$ cat src/rtl/bit_recover_dpll_pkg.sv
// Shared constants and helpers for the oversampling bit-recovery DPLL.
// Tracking-mode selectors and a width helper used by every instance.
package bit_recover_dpll_pkg;

    localparam int TRACK_HARD    = 0;
    localparam int TRACK_GRADUAL = 1;
    localparam int LOCK_W        = 8;

    // Bits needed to hold 0..v-1, never less than one.
    function automatic int clog2(input int v);
        int r;
        r = 0;
        while ((1 << r) < v) r++;
        return (r < 1) ? 1 : r;
    endfunction

endpackage

$ cat src/rtl/bit_recover_dpll_majority.sv
// Combinational N-input majority used for the per-bit sample vote.
// N is odd, so a strict "more than half" compare never ties.
module majority_vote
    import bit_recover_dpll_pkg::*;
#(
    parameter int N = 3
) (
    input  logic [N-1:0] bits_i,
    output logic         maj_o
);

    localparam int CW = clog2(N + 1);

    logic [CW-1:0] ones;

    always_comb begin
        ones = '0;
        for (int i = 0; i < N; i++) begin
            ones = ones + CW'(bits_i[i]);
        end
        maj_o = (ones > CW'(N / 2));
    end

endmodule

$ cat src/rtl/bit_recover_dpll.sv
// Oversampling bit recoverer: synchronizer, tick divider, phase-tracking
// DPLL, majority vote per bit and a clean-period lock indicator.
module bit_recover_dpll
    import bit_recover_dpll_pkg::*;
#(
    parameter int CLK_HZ    = 50_000_000,
    parameter int BPS       = 195_000,
    parameter int OSR       = 8,
    parameter int VOTE      = 3,
    parameter int TRACK     = 1,
    parameter int LOCK_BITS = 16
) (
    input  logic clk,
    input  logic rst_n,
    input  logic en,
    input  logic din,
    output logic dout,
    output logic drdy,
    output logic locked
);

    localparam int TICK_DIV = CLK_HZ / (BPS * OSR);
    localparam int W_LO     = OSR / 2 - (VOTE - 1) / 2;
    localparam int W_HI     = OSR / 2 + (VOTE - 1) / 2;
    localparam int TW       = clog2(TICK_DIV);
    localparam int PW       = clog2(OSR);

    localparam logic [TW-1:0]     TICK_LAST = TW'(TICK_DIV - 1);
    localparam logic [PW-1:0]     PH_LAST   = PW'(OSR - 1);
    localparam logic [PW-1:0]     PH_LO     = PW'(W_LO);
    localparam logic [PW-1:0]     PH_HI     = PW'(W_HI);
    localparam logic [LOCK_W-1:0] LOCK_MAX  = LOCK_W'(LOCK_BITS);

    logic              s1_q, s2_q, s3_q;
    logic [TW-1:0]     tcnt_q, tcnt_d;
    logic              pend_q, pend_d;
    logic [PW-1:0]     ph_q, ph_d;
    logic              dout_q, dout_d;
    logic              drdy_q, drdy_d;
    logic [LOCK_W-1:0] lock_q, lock_d;
    logic              bad_seen_q, bad_seen_d;

    logic            edge_det, tick, hit, in_win, bad, decide, maj;
    logic [PW-1:0]   ph_inc, ph_adv;
    logic [VOTE-1:0] samp_next;

    assign edge_det = s2_q ^ s3_q;
    assign tick     = en && (tcnt_q == TICK_LAST);
    assign hit      = pend_q | edge_det;
    assign in_win   = (ph_q >= PH_LO) && (ph_q <= PH_HI);
    assign bad      = tick && hit && in_win;
    assign decide   = tick && (ph_q == PH_HI);

    assign ph_inc = (ph_q == PH_LAST) ? '0 : ph_q + PW'(1);
    assign ph_adv = (ph_q == PH_LAST) ? PW'(1) :
                    (ph_q == PH_LAST - PW'(1)) ? '0 : ph_q + PW'(2);

    // Only VOTE-1 earlier samples are stored; the live s2 completes the set
    // on the deciding tick so dout is registered on that same edge.
    if (VOTE > 1) begin : g_hist
        logic [VOTE-2:0] hist_q, hist_d;

        assign samp_next = {hist_q, s2_q};

        always_comb begin
            hist_d = hist_q;
            if (tick && in_win) hist_d = samp_next[VOTE-2:0];
            if (!en) hist_d = '0;
        end

        always_ff @(posedge clk or negedge rst_n) begin
            if (!rst_n) hist_q <= '0;
            else        hist_q <= hist_d;
        end
    end else begin : g_single
        assign samp_next = s2_q;
    end

    majority_vote #(.N(VOTE)) u_vote (
        .bits_i (samp_next),
        .maj_o  (maj)
    );

    always_comb begin
        tcnt_d = tick ? '0 : tcnt_q + TW'(1);
        pend_d = tick ? 1'b0 : (pend_q | edge_det);
        ph_d   = ph_q;
        if (tick) begin
            ph_d = ph_inc;
            if (hit && (ph_q != '0) && !in_win) begin
                if (TRACK == TRACK_HARD) ph_d = PW'(1);
                else if (ph_q < PH_LO)   ph_d = ph_q;
                else                     ph_d = ph_adv;
            end
        end
        if (!en) begin
            tcnt_d = '0;
            pend_d = 1'b0;
            ph_d   = '0;
        end
    end

    always_comb begin
        dout_d     = decide ? maj : dout_q;
        drdy_d     = decide;
        lock_d     = lock_q;
        bad_seen_d = bad_seen_q;
        if (decide) begin
            bad_seen_d = 1'b0;
            if (!bad_seen_q && (lock_q < LOCK_MAX)) lock_d = lock_q + LOCK_W'(1);
        end
        // A bad edge on the deciding tick belongs to the bit just decided.
        if (bad) begin
            lock_d = '0;
            if (!decide) bad_seen_d = 1'b1;
        end
        if (!en) begin
            lock_d     = '0;
            bad_seen_d = 1'b0;
        end
    end

    always_ff @(posedge clk or negedge rst_n) begin
        if (!rst_n) begin
            s1_q       <= 1'b0;
            s2_q       <= 1'b0;
            s3_q       <= 1'b0;
            tcnt_q     <= '0;
            pend_q     <= 1'b0;
            ph_q       <= '0;
            dout_q     <= 1'b0;
            drdy_q     <= 1'b0;
            lock_q     <= '0;
            bad_seen_q <= 1'b0;
        end else begin
            s1_q       <= din;
            s2_q       <= s1_q;
            s3_q       <= s2_q;
            tcnt_q     <= tcnt_d;
            pend_q     <= pend_d;
            ph_q       <= ph_d;
            dout_q     <= dout_d;
            drdy_q     <= drdy_d;
            lock_q     <= lock_d;
            bad_seen_q <= bad_seen_d;
        end
    end

    assign dout   = dout_q;
    assign drdy   = drdy_q;
    assign locked = (lock_q == LOCK_MAX);

endmodule
$ cat config.mk
export PLATFORM = sky130hd
export DESIGN_NAME = bit_recover_dpll
export DESIGN_NICKNAME = d
export VERILOG_FILES = /design/src/rtl/bit_recover_dpll_pkg.sv /design/src/rtl/bit_recover_dpll_majority.sv /design/src/rtl/bit_recover_dpll.sv
export SDC_FILE = /design/constraint.sdc
export NUM_CORES = 1
export LEC_CHECK = 0
export ABC_AREA = 1
export CAP_MARGIN = 5
export CORE_MARGIN = 8
export CORE_UTILIZATION = 50
export CTS_CLUSTER_DIAMETER = 60
export CTS_CLUSTER_SIZE = 24
export DETAILED_ROUTE_END_ITERATION = 12
export PLACE_DENSITY = 0.81
export SKIP_CTS_REPAIR_TIMING = 1
export SLEW_MARGIN = 20
export SYNTH_ARGS = -nofsm -noshare
export SYNTH_HDL_FRONTEND = slang
export SYNTH_SLANG_ARGS = --single-unit
$ cat constraint.sdc
create_clock -name clk -period 1.7 [get_ports clk]
set_input_delay 0.17 -clock clk [delete_from_list [all_inputs] [get_ports clk]]
set_output_delay 0.17 -clock clk [all_outputs]
set_load 0.02 [all_outputs]
==> Yosys cells after proc, flatten, opt, wreduce, memory -nomap -nowiden <==
Index checks and enable logic that the tools add are counted.
{ "word_totals": {"reg_bits": 25} }
{ "classes": {"addsub": 6, "magnitude_cmp": 5, "n_eq_ne": 10, "mux": 21, "n_bitwise": 2, "n_reduce_logical": 14} }
{ "ops": {"columns": ["cell", "count"], "rows": [
  ["8-bit two-way mux", 4],
  ["3-bit two-way mux", 7],
  ["5-bit two-way mux", 2],
  ["3-bit equality test, second input constant", 3],
  ["1-bit logical AND", 9],
  ["8-bit by 1-bit adder with 8-bit output, second input constant", 1],
  ["8-bit by 5-bit equality test with 1-bit output, second input constant", 1],
  ["8-bit by 5-bit < comparator with 1-bit output, second input constant", 1],
  ["1-bit two-way mux", 6],
  ["3-bit by 1-bit inequality test with 1-bit output, second input constant", 2],
  ["5-bit by 1-bit adder with 5-bit output, second input constant", 1],
  ["5-bit equality test, second input constant", 1],
  ["2-bit two-way mux", 2],
  ["2-bit by 1-bit inequality test with 1-bit output, second input constant", 2],
  ["2-bit AND reduction", 2],
  ["3-bit by 1-bit adder with 3-bit output, second input constant", 1],
  ["3-bit by 2-bit adder with 3-bit output, second input constant", 1],
  ["3-bit by 2-bit >= comparator with 1-bit output, second input constant", 1],
  ["3-bit <= comparator, second input constant", 1],
  ["3-bit by 2-bit < comparator with 1-bit output, second input constant", 1],
  ["3-bit inequality test, second input constant", 1],
  ["3-bit nonzero test", 1],
  ["1-bit by 1-bit adder with 2-bit output", 1],
  ["2-bit by 1-bit adder with 2-bit output", 1],
  ["other kinds (4)", 5]
]} }

==> Logic depth before layout (Yosys ltp) <==
Gate-level depths: netlist (run 1).
{ "depth": {"ltp_word": 7, "mapped_depth": 13, "mapped_depth_nobuf": 13} }

==> Hierarchy <==
From an unflattened synthesis (run 1), not the netlist that was laid out.
{ "unflattened": {"hier_cells": 165, "area_unflattened_um2": 1416.4} }
{ "modules_own_cells": {"columns": ["mod", "n_inst", "cells_per_inst", "area_each_um2", "seq_area_each_um2"], "rows": [
  ["bit_recover_dpll", 1, 161, 1392.6, 625.6],
  ["majority_vote", 1, 4, 23.8, 0.0]
]} }

==> Worst setup path before layout (run 1) <==
Ideal clock, no wire load.
{ "synth_path": {"path_type": "register to register", "from": "reg ph_q[0]", "to": "reg ph_q[0]", "arrival_time_ns": 1.480, "setup_slack_ns": 0.103, "stages_incl_launch_ff": 11, "n_path_buf": 0, "cell_sequence": "dfrtp_1 > ha_1 > ha_1 > inv_1 > nand3_2 > nand2_4 > clkinv_4 > nor2_4 > o211ai_2 > nand3_1 > nand2_1"} }
{ "synth_via": {"elab_chain_len": 7, "elab_cells_between_ends": 21, "classes_between": "add/sub (2); order compare (3); eq/ne (3); mux (7); reduce/logical (6)"} }
{ "synth_rtl": {"columns": ["item", "line_no", "rtl"], "rows": [
  ["start, declared", "bit_recover_dpll.sv:37", "logic [PW-1:0] ph_q, ph_d;"],
  ["start signal, assigned", "bit_recover_dpll.sv:141", "ph_q <= ph_d;"],
  ["3-bit by 2-bit adder with 3-bit output (tied with other cells)", "bit_recover_dpll.sv:56", "(ph_q == PH_LAST - PW'(1)) ? '0 : ph_q + PW'(2);"],
  ["3-bit two-way mux or 1-bit logical AND (tied branches)", "bit_recover_dpll.sv:56, bit_recover_dpll.sv:50", null],
  ["3-bit two-way mux or 1-bit logical NOT (tied branches)", "bit_recover_dpll.sv:55, bit_recover_dpll.sv:90", null],
  ["3-bit two-way mux or 1-bit logical AND (tied branches)", "bit_recover_dpll.sv:92, bit_recover_dpll.sv:90", null],
  ["3-bit two-way mux", "bit_recover_dpll.sv:90", "if (hit && (ph_q != '0) && !in_win) begin"],
  ["3-bit two-way mux", "bit_recover_dpll.sv:88", "if (tick) begin"],
  ["3-bit two-way mux", "bit_recover_dpll.sv:96", "if (!en) begin"]
]} }
Parallel ways exist; a longest one is shown, timed or not. The select of a mux whose other input is x is not followed.
A chain may end at the register's enable or synchronous reset.

==> Worst setup path in the final report (run 1) <==
{ "layout_path": {"from": "reg ph_q[1]", "to": "reg ph_q[2]"} }
The elaborated chain is that of the path after synthesis.

==> results.py, run 1 <==
metrics = {
    "synth": {
        "netlist_area_sq_um": 1450,
        "synthArstFlopShare": 1.00,
        "syn_avg_cell_area_sq_um": 8.76,
        "synth_edf_count": 0,
        "syn_inst": 165,
        "synth_adder_area_share": 0.121,
        "syn_nets": 183,
        "synth_commonest_cells": "nand2_1, dfrtp_1, inv_1",
        "synth_top_family_by_area": "simple AND/OR/NAND/NOR gates",
        "synth.area.mux_share": 0,
        "yosysSeqAreaShare": 0.433,
        "synthSimpleGateAreaFrac": 0.293,
        "synth-warning-count": 0,
        "ys.flop_type": "dfrtp_1",
        "yosys-top-cells-area": "dfrtp_1, ha_1, nand2_1, inv_1, nor2_1",
        "synth_compound_area_frac": 0.0615,
        "yosysMostFrequentCell": "nand2_1",
        "synth_top_area_share": 0.433,
        "synth-xor-area-share": 0.0121,
        "synth_seq_cells": 25,
        "netlist.top_cell.by_area": "dfrtp_1",
        "synth_cell_types": 24,
    },
    "layout": {
        "final_core_util": 0.637,
        "syn_to_final_growth_pct": 21.6,
        "finalNetCount": 211,
        "antenna_cells": 0,
        "drive_gt1_frac": 0.297,
        "fillers": 231,
    },
    "sta": {
        "relSlewSlack": 0.776,
        "fin_crit_ps": 1720,
        "fmax_ghz": 0.581,
        "clock_skew_ps": 5.52,
        "max_slew.worst_pin.slew_ps": 336,
        "fin_crit_sh": 1.01,
        "layout_setup_ws_ps": -22.2,
        "final-setup-viol-count": 4,
        "hold_viol_final": 0,
        "rsz0062_at_grt": "yes",
        "maxSlewViolCount": 0,
    },
    "critical_path": {
        "r2r-end": "ph_q[2]",
        "crit_fanout": 5,
        "r2r_slack_ps": -20,
        "r2r_cells": 13,
        "end_kind": "flip-flop",
        "worst_setup_path_start_kind": "flip-flop",
        "crit_type": "flip-flop to flip-flop",
        "cp.arrival_ps": 1950,
        "regToRegStartpoint": "ph_q[1]",
        "critPathRequiredTime_ps": 1930,
        "crit_path_start": "ph_q[1]",
        "cp-endpoint": "ph_q[2]",
    },
    "flow_run": {
        "max_cap_viol_count": 0,
    },
    "floorplanning": {
        "initial_core_util": 0.524,
        "core_sq_um": 2760,
        "num_io_pins": 7,
        "dieWidth_um": 69.8,
        "dieArea_sq_um": 4870,
        "die_h_um": 69.8,
        "num_rows": 19,
    },
    "pwr": {
        "power_density_nw_per_um2": 1110,
        "p_seq_frac": 0.362,
        "intPower_mw": 1.13,
        "clkPwrFrac": 0.140,
        "combPwrFrac": 0.498,
        "swShare": 0.421,
        "p_total_mw": 1.95,
        "p_leak_nw": 0.904,
        "peakVddDrop_mv": 0.884,
        "power_switching_mw": 0.820,
    },
    "grt": {
        "grt-ovfl-total": 0,
        "grt_antenna_before_repair": 0,
        "track_usage": 0.119,
        "grt_pass1_vias": 1153,
        "grt_pass1_wl_mm": 5.02,
        "grt_max_degree": 26,
    },
    "routing": {
        "drt_pass1_iterations": 4,
        "drtAntennaViolNets": 0,
        "vias": 1163,
        "drc_errors": 0,
        "wl_per_cell_um": 13.4,
        "drt_iter0_drc": 63,
        "routed_via_density": 5.22,
        "drt-total-wl_mm": 2.99,
    },
    "clocking": {
        "cts_tree": "built",
        "cts_root_buf": "clkbuf_4",
        "cts_sinks": 25,
        "clk_pin_slew_ps": 140,
        "h-tree-depth": 1,
        "cts_buffers": 3,
        "clock_latency_ps": 320,
        "clockBufferDepth": 2,
    },
    "placement": {
        "dp_hpwl_mm": 2.17,
        "io_buffers": 6,
        "gp_congestion": 0.858,
    },
    "min_path": {
        "worstHoldPathType": "input pin to asynchronous set/reset pin",
    },
    "run_status": {
        "violations": "negative setup slack",
        "status": "complete, but fails checks",
    },
}
-- sequential cells by signal, indices dropped and copies added (netlist names) --
name / count
bad_seen_q: 1
ph_q: 3
lock_q: 8
g_hist.hist_q: 2
drdy: 1
s3_q: 1
dout: 1
s2_q: 1
s1_q: 1
pend_q: 1
tcnt_q: 5
-- power by group through the flow --
stage / clock (mW) / sequential (mW) / combinational (mW)
floorplan: 0 / 0.723 / 0.579
global placement: 0 / 0.696 / 0.795
detailed placement: 0 / 0.702 / 0.839
CTS: 0.280 / 0.690 / 0.844
global route: 0.307 / 0.710 / 1.06
finish: 0.272 / 0.706 / 0.970
-- routing by layer --
layer / GRT usage / part of all wire / routed length, um / vias to the layer above
li1: - / - / - / 565
met3: 0.0215 / 0.034 / 100 / 2
met2: 0.216 / 0.53 / 1580 / 19
met5: 0 / 0 / 0 / -
met4: 0.0402 / 0.0057 / 17 / 0
met1: 0.135 / 0.43 / 1290 / 577
-- area by class of cell --
class                   count  area, sq um  share of cell area
flip-flops and latches     25          627               0.357
repair buffers             24          194               0.110
multi-input cells         113          763               0.434
clock buffers               3         22.5              0.0128
clock inverters             1         7.51             0.00427
well taps                  31         38.8              0.0221
inverters                  26          105              0.0598
-- critical path: stages, from the launching register on --
cell,delay (ps)
dfrtp_2,490
inv_2,90
ha_1,170
nand2_1,80
nand2_1,100
nand2_2,80
nand2_4,130
clkinv_4,70
nor2_4,140
nor2_2,50
nand2_1,60
nand2_1,60
nand2_1,60
nand2_1,50
-- metrics by stage --
step / cells / setup TNS, ps / instance area [sq um] / hold slack [ps] / setup WS [ps]
CTS: 215 / -608 / 1640 / 203 / -399
global route: 223 / -1030 / 1760 / 203 / -157
floorplan: 165 / 0 / 1450 / -126 / 103
finish: 223 / -78.0 / 1760 / 197 / -22.2
global placement: 211 / 0 / 1610 / 333 / 26.0
detailed placement: 211 / -104 / 1610 / 337 / -22.8
-- layout by cell type, fill, tap and decap left out, types with 2 or more instances in the layout --
cell / count
inv_2: 4
nor2_4: 3
nand2_1: 36
a21oi_1: 6
nor3_1: 2
nand2_2: 6
buf_4: 17
ha_4: 2
ha_1: 9
nor2_2: 3
nand2_4: 2
clkdlybuf4s50_1: 5
dfrtp_1: 24
nand3_1: 9
o21ai_0: 5
ha_2: 3
nand3_4: 3
nor2_1: 16
inv_1: 20
clkbuf_4: 3
-- logic make-up (layout without fill, tap and decap cells) --
group	count (synthesis)	after routing
compound gates	14	14
fa+ha+maj	14	14
xor+xnor	2	2
flops	25	25
buf+inv	27	54
simple gates	83	83
-- worst min path at each step --
stage / from / depth (start not counted) / endpoint / slack [ps]
final: rst_n / 2 / lock_q[7] / 200
after global routing: rst_n / 2 / lock_q[4] / 200
after CTS: rst_n / 2 / lock_q[5] / 200
after detailed placement: s1_q / 0 / s2_q / 340
after global placement: s1_q / 0 / s2_q / 330
after floorplan: rst_n / 0 / bad_seen_q / -130
No activity file was read; power rests on OpenSTA's default activity.
==> run 2: changes to the inputs <==
Settings changed: GPL_TIMING_DRIVEN from default to 0, PLACE_DENSITY 0.81 to 0.78.
Clock period 1.7 ns to 2 ns, I/O delays scaled along.
==> results.py, run 2 (synthesis results as in run 1) <==
metrics = {
    "floorplanning": {
        "num_rows": 19,
        "dieWidth_um": 69.8,
        "core_sq_um": 2760,
        "num_io_pins": 7,
        "dieArea_sq_um": 4870,
        "initial_core_util": 0.524,
        "die_h_um": 69.8,
    },
    "sta": {
        "hold_viol_final": 0,
        "rsz0062_at_grt": "no",
        "layout_setup_ws_ps": 229,
        "relSlewSlack": 0.637,
        "clock_skew_ps": 4.93,
        "fmax_ghz": 0.565,
        "tns_ps": 0,
        "max_slew.worst_pin.slew_ps": 545,
        "timing.hold.ws_ps": 136,
        "final-setup-viol-count": 0,
        "maxSlewViolCount": 0,
        "fin_crit_ps": 1770,
        "fin_crit_sh": 0.886,
    },
    "layout": {
        "top_register": "lock_q",
        "antenna_cells": 0,
        "largest_reg_flops": 8,
        "mostFrequentLayoutCell": "nand2_1",
        "syn_to_final_growth_pct": 8.48,
        "final_cell_mix": "nand2_1, dfrtp_1, inv_1, nor2_1, ha_1",
        "drive_gt1_frac": 0.131,
        "top_regs": "lock_q x8, tcnt_q x5, ph_q x3",
        "finalNetCount": 194,
    },
    "clocking": {
        "clockBufferDepth": 2,
        "h-tree-depth": 1,
        "cts_sinks": 25,
        "cts_root_buf": "clkbuf_4",
        "clock_latency_ps": 310,
        "clk_pin_slew_ps": 120,
        "cts_buffers": 3,
        "cts_tree": "built",
    },
    "critical_path": {
        "r2r_cells": 12,
        "critPathRequiredTime_ps": 2210,
        "worst_setup_path_start_kind": "flip-flop",
        "crit_fanout": 8,
        "r2r-end": "ph_q[2]",
        "r2r_slack_ps": 230,
        "end_kind": "flip-flop",
        "cp.arrival_ps": 1980,
        "regToRegStartpoint": "ph_q[0]",
        "crit_type": "flip-flop to flip-flop",
    },
    "min_path": {
        "min_from": "en",
        "hold_path_end": "tcnt_q[1]",
        "whs_path_depth": 3,
        "worstHoldPathType": "input pin to flip-flop",
    },
    "routing": {
        "routed_via_density": 5.09,
        "drt_iter0_drc": 31,
        "wl_per_cell_um": 11.6,
        "drtAntennaViolNets": 0,
        "drc_errors": 0,
        "drt-total-wl_mm": 2.39,
        "drt_pass1_iterations": 4,
        "vias": 1049,
    },
    "grt": {
        "grt_antenna_before_repair": 0,
        "grt_pass1_vias": 1078,
        "grt-ovfl-total": 0,
        "grt_max_degree": 26,
        "track_usage": 0.107,
        "grt_pass1_wl_mm": 4.43,
    },
    "run_status": {
        "status": "finished clean",
    },
    "placement": {
        "gp_congestion": 0.814,
        "pre_cts_slack_ps": 227,
        "dp_hpwl_mm": 1.91,
        "io_buffers": 5,
    },
    "flow_run": {
        "max_cap_viol_count": 0,
    },
    "pwr": {
        "p_leak_nw": 0.836,
        "power_density_nw_per_um2": 910,
        "peakVddDrop_mv": 0.666,
    },
}
==> run 2: changes by cell type in the layout (fill, tap and decap cells not counted), moves of 2 or more <==
cell / change
buf_4: -17
clkdlybuf4s50_1: -2
ha_1: +5
ha_2: -3
ha_4: -2
inv_1: +2
inv_2: -2
nand2_1: +4
nand2_2: -4
nor2_1: +2
nor2_2: -2
==> run 2: cell type report <==
cell class,count,area (sq um)
Multi-Input combinational cell,113,704
Buffer,1,11.3
Timing Repair Buffer,6,57.6
Sequential cell,25,626
Clock buffer,4,26.3
Fill cell,247,1190
Tap cell,31,38.8
Inverter,26,104
==> run 2: report_power, final <==
part           switching [mW]  internal [mW]  total (mW)
Sequential             0.0796          0.544       0.624
Clock                   0.138         0.0779       0.216
Combinational           0.372          0.215       0.587
Total                   0.590          0.837        1.43
==> run 2: per-layer routing <==
layer | GRT usage | share of wire
met4 | 0.0335 | 0.015
met2 | 0.200 | 0.55
met3 | 0.0343 | 0.039
met1 | 0.108 | 0.40
met5 | 0 | 0
==> run 2: stage by stage <==
step	util	instance area, sq um	cells	power, mW
6_report	0.569	1570	206	1.43
5_1_grt	0.569	1570	206	1.55
4_1_cts	0.566	1560	205	1.45
3_5_place_dp	0.556	1530	201	1.22
3_3_place_gp	0.556	1530	201	1.19
2_1_floorplan	-	1450	165	1.11
==> run 2: worst max-delay path, stage by stage, from the launching register on <==
cell and delay, ps:
dfrtp_1 490, ha_1 260, ha_1 190, inv_1 60, nand3_2 90, nand2_4 130, clkinv_4 70, nor2_4 120
nor2_2 60, nand2_1 60, nand2_1 50, nand2_1 50, nand2_1 50
==> run 2: worst max-delay path by stage <==
| stage | start | end | slack, ps | cells after the start |
|---|---|---|---|---|
| 5_1_grt | tcnt_q[0] | lock_q[2] | 80 | 11 |
| 3_3_place_gp | tcnt_q[0] | lock_q[3] | 290 | 11 |
| 4_1_cts | lock_q[0] | locked | -100 | 5 |
| 6_report | ph_q[0] | ph_q[2] | 230 | 12 |
| 3_5_place_dp | ph_q[0] | ph_q[2] | 230 | 12 |
| 2_1_floorplan | ph_q[0] | ph_q[0] | 400 | 10 |
==> run 3: changes to the inputs <==
Settings changed: ABC_AREA 1 to default, PLACE_DENSITY 0.78 to 0.79, SLEW_MARGIN 20 to 40.
==> results.py, run 3 <==
metrics = {
    "run_status": {
        "status": "finished clean",
    },
    "placement": {
        "dp_hpwl_mm": 1.64,
        "io_buffers": 6,
        "dp_cells": 153,
        "gp_congestion": 0.886,
    },
    "sta": {
        "fin_crit_ps": 1970,
        "relSlewSlack": 0.640,
        "maxSlewViolCount": 0,
        "rsz0062_at_grt": "yes",
        "clock_skew_ps": 2.17,
        "fin_crit_sh": 0.985,
        "hold_viol_final": 0,
        "final-setup-viol-count": 0,
        "max_slew.worst_pin.slew_ps": 539,
        "timing.hold.ws_ps": 310,
        "fmax_ghz": 0.508,
    },
    "clocking": {
        "cts_tree": "built",
        "cts_buffers": 3,
        "cts_sinks": 25,
        "clock_latency_ps": 310,
        "clockBufferDepth": 2,
        "clk_pin_slew_ps": 140,
        "h-tree-depth": 1,
        "cts_root_buf": "clkbuf_4",
    },
    "critical_path": {
        "crit_type": "flip-flop to flip-flop",
        "r2r-end": "ph_q[0]",
        "crit_fanout": 6,
        "r2r_slack_ps": 30,
        "r2r_cells": 8,
        "crit_path_start": "ph_q[2]",
        "cp.arrival_ps": 2190,
        "regToRegStartpoint": "ph_q[2]",
        "cp-endpoint": "ph_q[0]",
        "end_kind": "flip-flop",
        "worst_setup_path_start_kind": "flip-flop",
        "critPathRequiredTime_ps": 2220,
    },
    "floorplanning": {
        "num_io_pins": 7,
        "num_rows": 18,
        "die_h_um": 66.6,
        "core_sq_um": 2450,
        "dieArea_sq_um": 4440,
        "initial_core_util": 0.522,
        "dieWidth_um": 66.6,
    },
    "pwr": {
        "combPwrFrac": 0.054,
        "clkPwrFrac": 0.285,
        "power_density_nw_per_um2": 507,
        "swShare": 0.234,
        "intPower_mw": 0.605,
        "peakVddDrop_mv": 0.397,
        "p_seq_frac": 0.661,
        "p_leak_nw": 0.757,
        "power_switching_mw": 0.184,
        "p_total_mw": 0.789,
    },
    "layout": {
        "finalNetCount": 160,
        "syn_to_final_growth_pct": 21.4,
        "top_register": "lock_q",
        "top_regs": "lock_q x8, tcnt_q x5, ph_q x3",
        "final_core_util": 0.634,
        "largest_reg_flops": 8,
        "fin_cells": 171,
        "antenna_cells": 0,
        "fillers": 205,
        "final_cell_mix": "dfrtp_1, nor2_1, buf_4, ha_1, inv_1",
        "drive_gt1_frac": 0.227,
        "multi_input_area_sq_um": 652,
        "seq_area_sq_um": 629,
        "mostFrequentLayoutCell": "dfrtp_1",
    },
    "routing": {
        "routed_via_density": 5.29,
        "drt-total-wl_mm": 2.38,
        "drt_pass1_iterations": 4,
        "drc_errors": 0,
        "drtAntennaViolNets": 0,
        "wl_per_cell_um": 13.9,
        "drt_iter0_drc": 18,
        "vias": 905,
    },
    "synth": {
        "syn_nets": 135,
        "synth_cell_types": 34,
        "synth_commonest_cells": "dfrtp_1, nor2_1, ha_1",
        "synth_compound_area_frac": 0.101,
        "synthSimpleGateAreaFrac": 0.170,
        "yosysMostFrequentCell": "dfrtp_1",
        "netlist.top_cell.by_area": "dfrtp_1",
        "ys.flop_type": "dfrtp_1",
        "synth.area.mux_share": 0.0312,
        "syn_inst": 117,
        "synth_top_area_share": 0.488,
        "synth_adder_area_share": 0.137,
        "synth_seq_cells": 25,
        "syn_avg_cell_area_sq_um": 11.0,
        "yosys-top-cells-area": "dfrtp_1, ha_1, nor2_1, mux2i_1, inv_1",
        "synth-xor-area-share": 0.0410,
        "synth_top_family_by_area": "simple AND/OR/NAND/NOR gates",
        "synth-warning-count": 0,
        "yosysSeqAreaShare": 0.488,
        "synthArstFlopShare": 1.00,
        "synth_edf_count": 0,
        "netlist_area_sq_um": 1280,
    },
    "grt": {
        "grt_antenna_before_repair": 0,
        "grt-ovfl-total": 0,
        "grt_max_degree": 26,
        "grt_pass1_vias": 906,
        "grt_pass1_wl_mm": 3.78,
        "track_usage": 0.109,
    },
    "flow_run": {
        "max_cap_viol_count": 0,
    },
    "min_path": {
        "worstHoldPathType": "input pin to flip-flop",
    },
}
run 3: worst min-delay path by stage:
stage	start	to	slack [ps]	depth (start not counted)
detailed placement	rst_n	ph_q[0]	220	1
global placement	s1_q	s2_q	340	0
global route	din	s1_q	290	1
CTS	rst_n	lock_q[3]	-140	1
finish	din	s1_q	310	1
floorplan	rst_n	bad_seen_q	-100	0
run 3: worst max-delay path, stage by stage, from the launching register on:
cell and delay [ps]:
dfrtp_2 450, inv_2 90, ha_1 190, a21o_1 190, or2_4 250, a221oi_4 280
buf_6 160, mux2i_1 190, o22ai_1 80
run 3: power by group through the flow:
stage          Sequential [mW]  Combinational (mW)  Clock [mW]
4_1_cts                  0.522              0.0395       0.235
2_1_floorplan            0.530              0.0195           0
6_report                 0.522              0.0422       0.225
5_1_grt                  0.523              0.0503       0.256
3_3_place_gp             0.531              0.0392           0
3_5_place_dp             0.532              0.0395           0
run 3: cell type report:
class | count | share of cell area
plain buffers | 1 | 0.00241
inverters | 10 | 0.0241
flip-flops and latches | 25 | 0.404
clock inverters | 1 | 0.00322
multi-input cells | 81 | 0.419
repair buffers | 20 | 0.109
clock buffers | 3 | 0.0145
well taps | 30 | 0.0241
run 3: routing by layer:
layer	track usage	share of wire
met1	0.120	0.42
met2	0.191	0.54
met3	0.0218	0.033
met4	0.0560	0.0055
met5	0	0
run 3: logic make-up (layout without fill, tap and decap cells):
group	Yosys count	after routing
AOI/OAI and AO/OA	16	16
xor gates and xnor gates	6	6
adders and majority gates	14	14
buffers and inverters	11	35
DFF	25	25
muxes	4	4
and+or+nand+nor	41	41
run 3: metrics by stage:
stage          instance area, sq um  setup WS, ps  TNS (ps)
6_report                       1560          30.2         0
5_1_grt                        1560         -49.0      -183
4_1_cts                        1400          -264     -1800
3_5_place_dp                   1380          -238     -1340
3_3_place_gp                   1380          -162      -507
2_1_floorplan                  1280          42.2         0
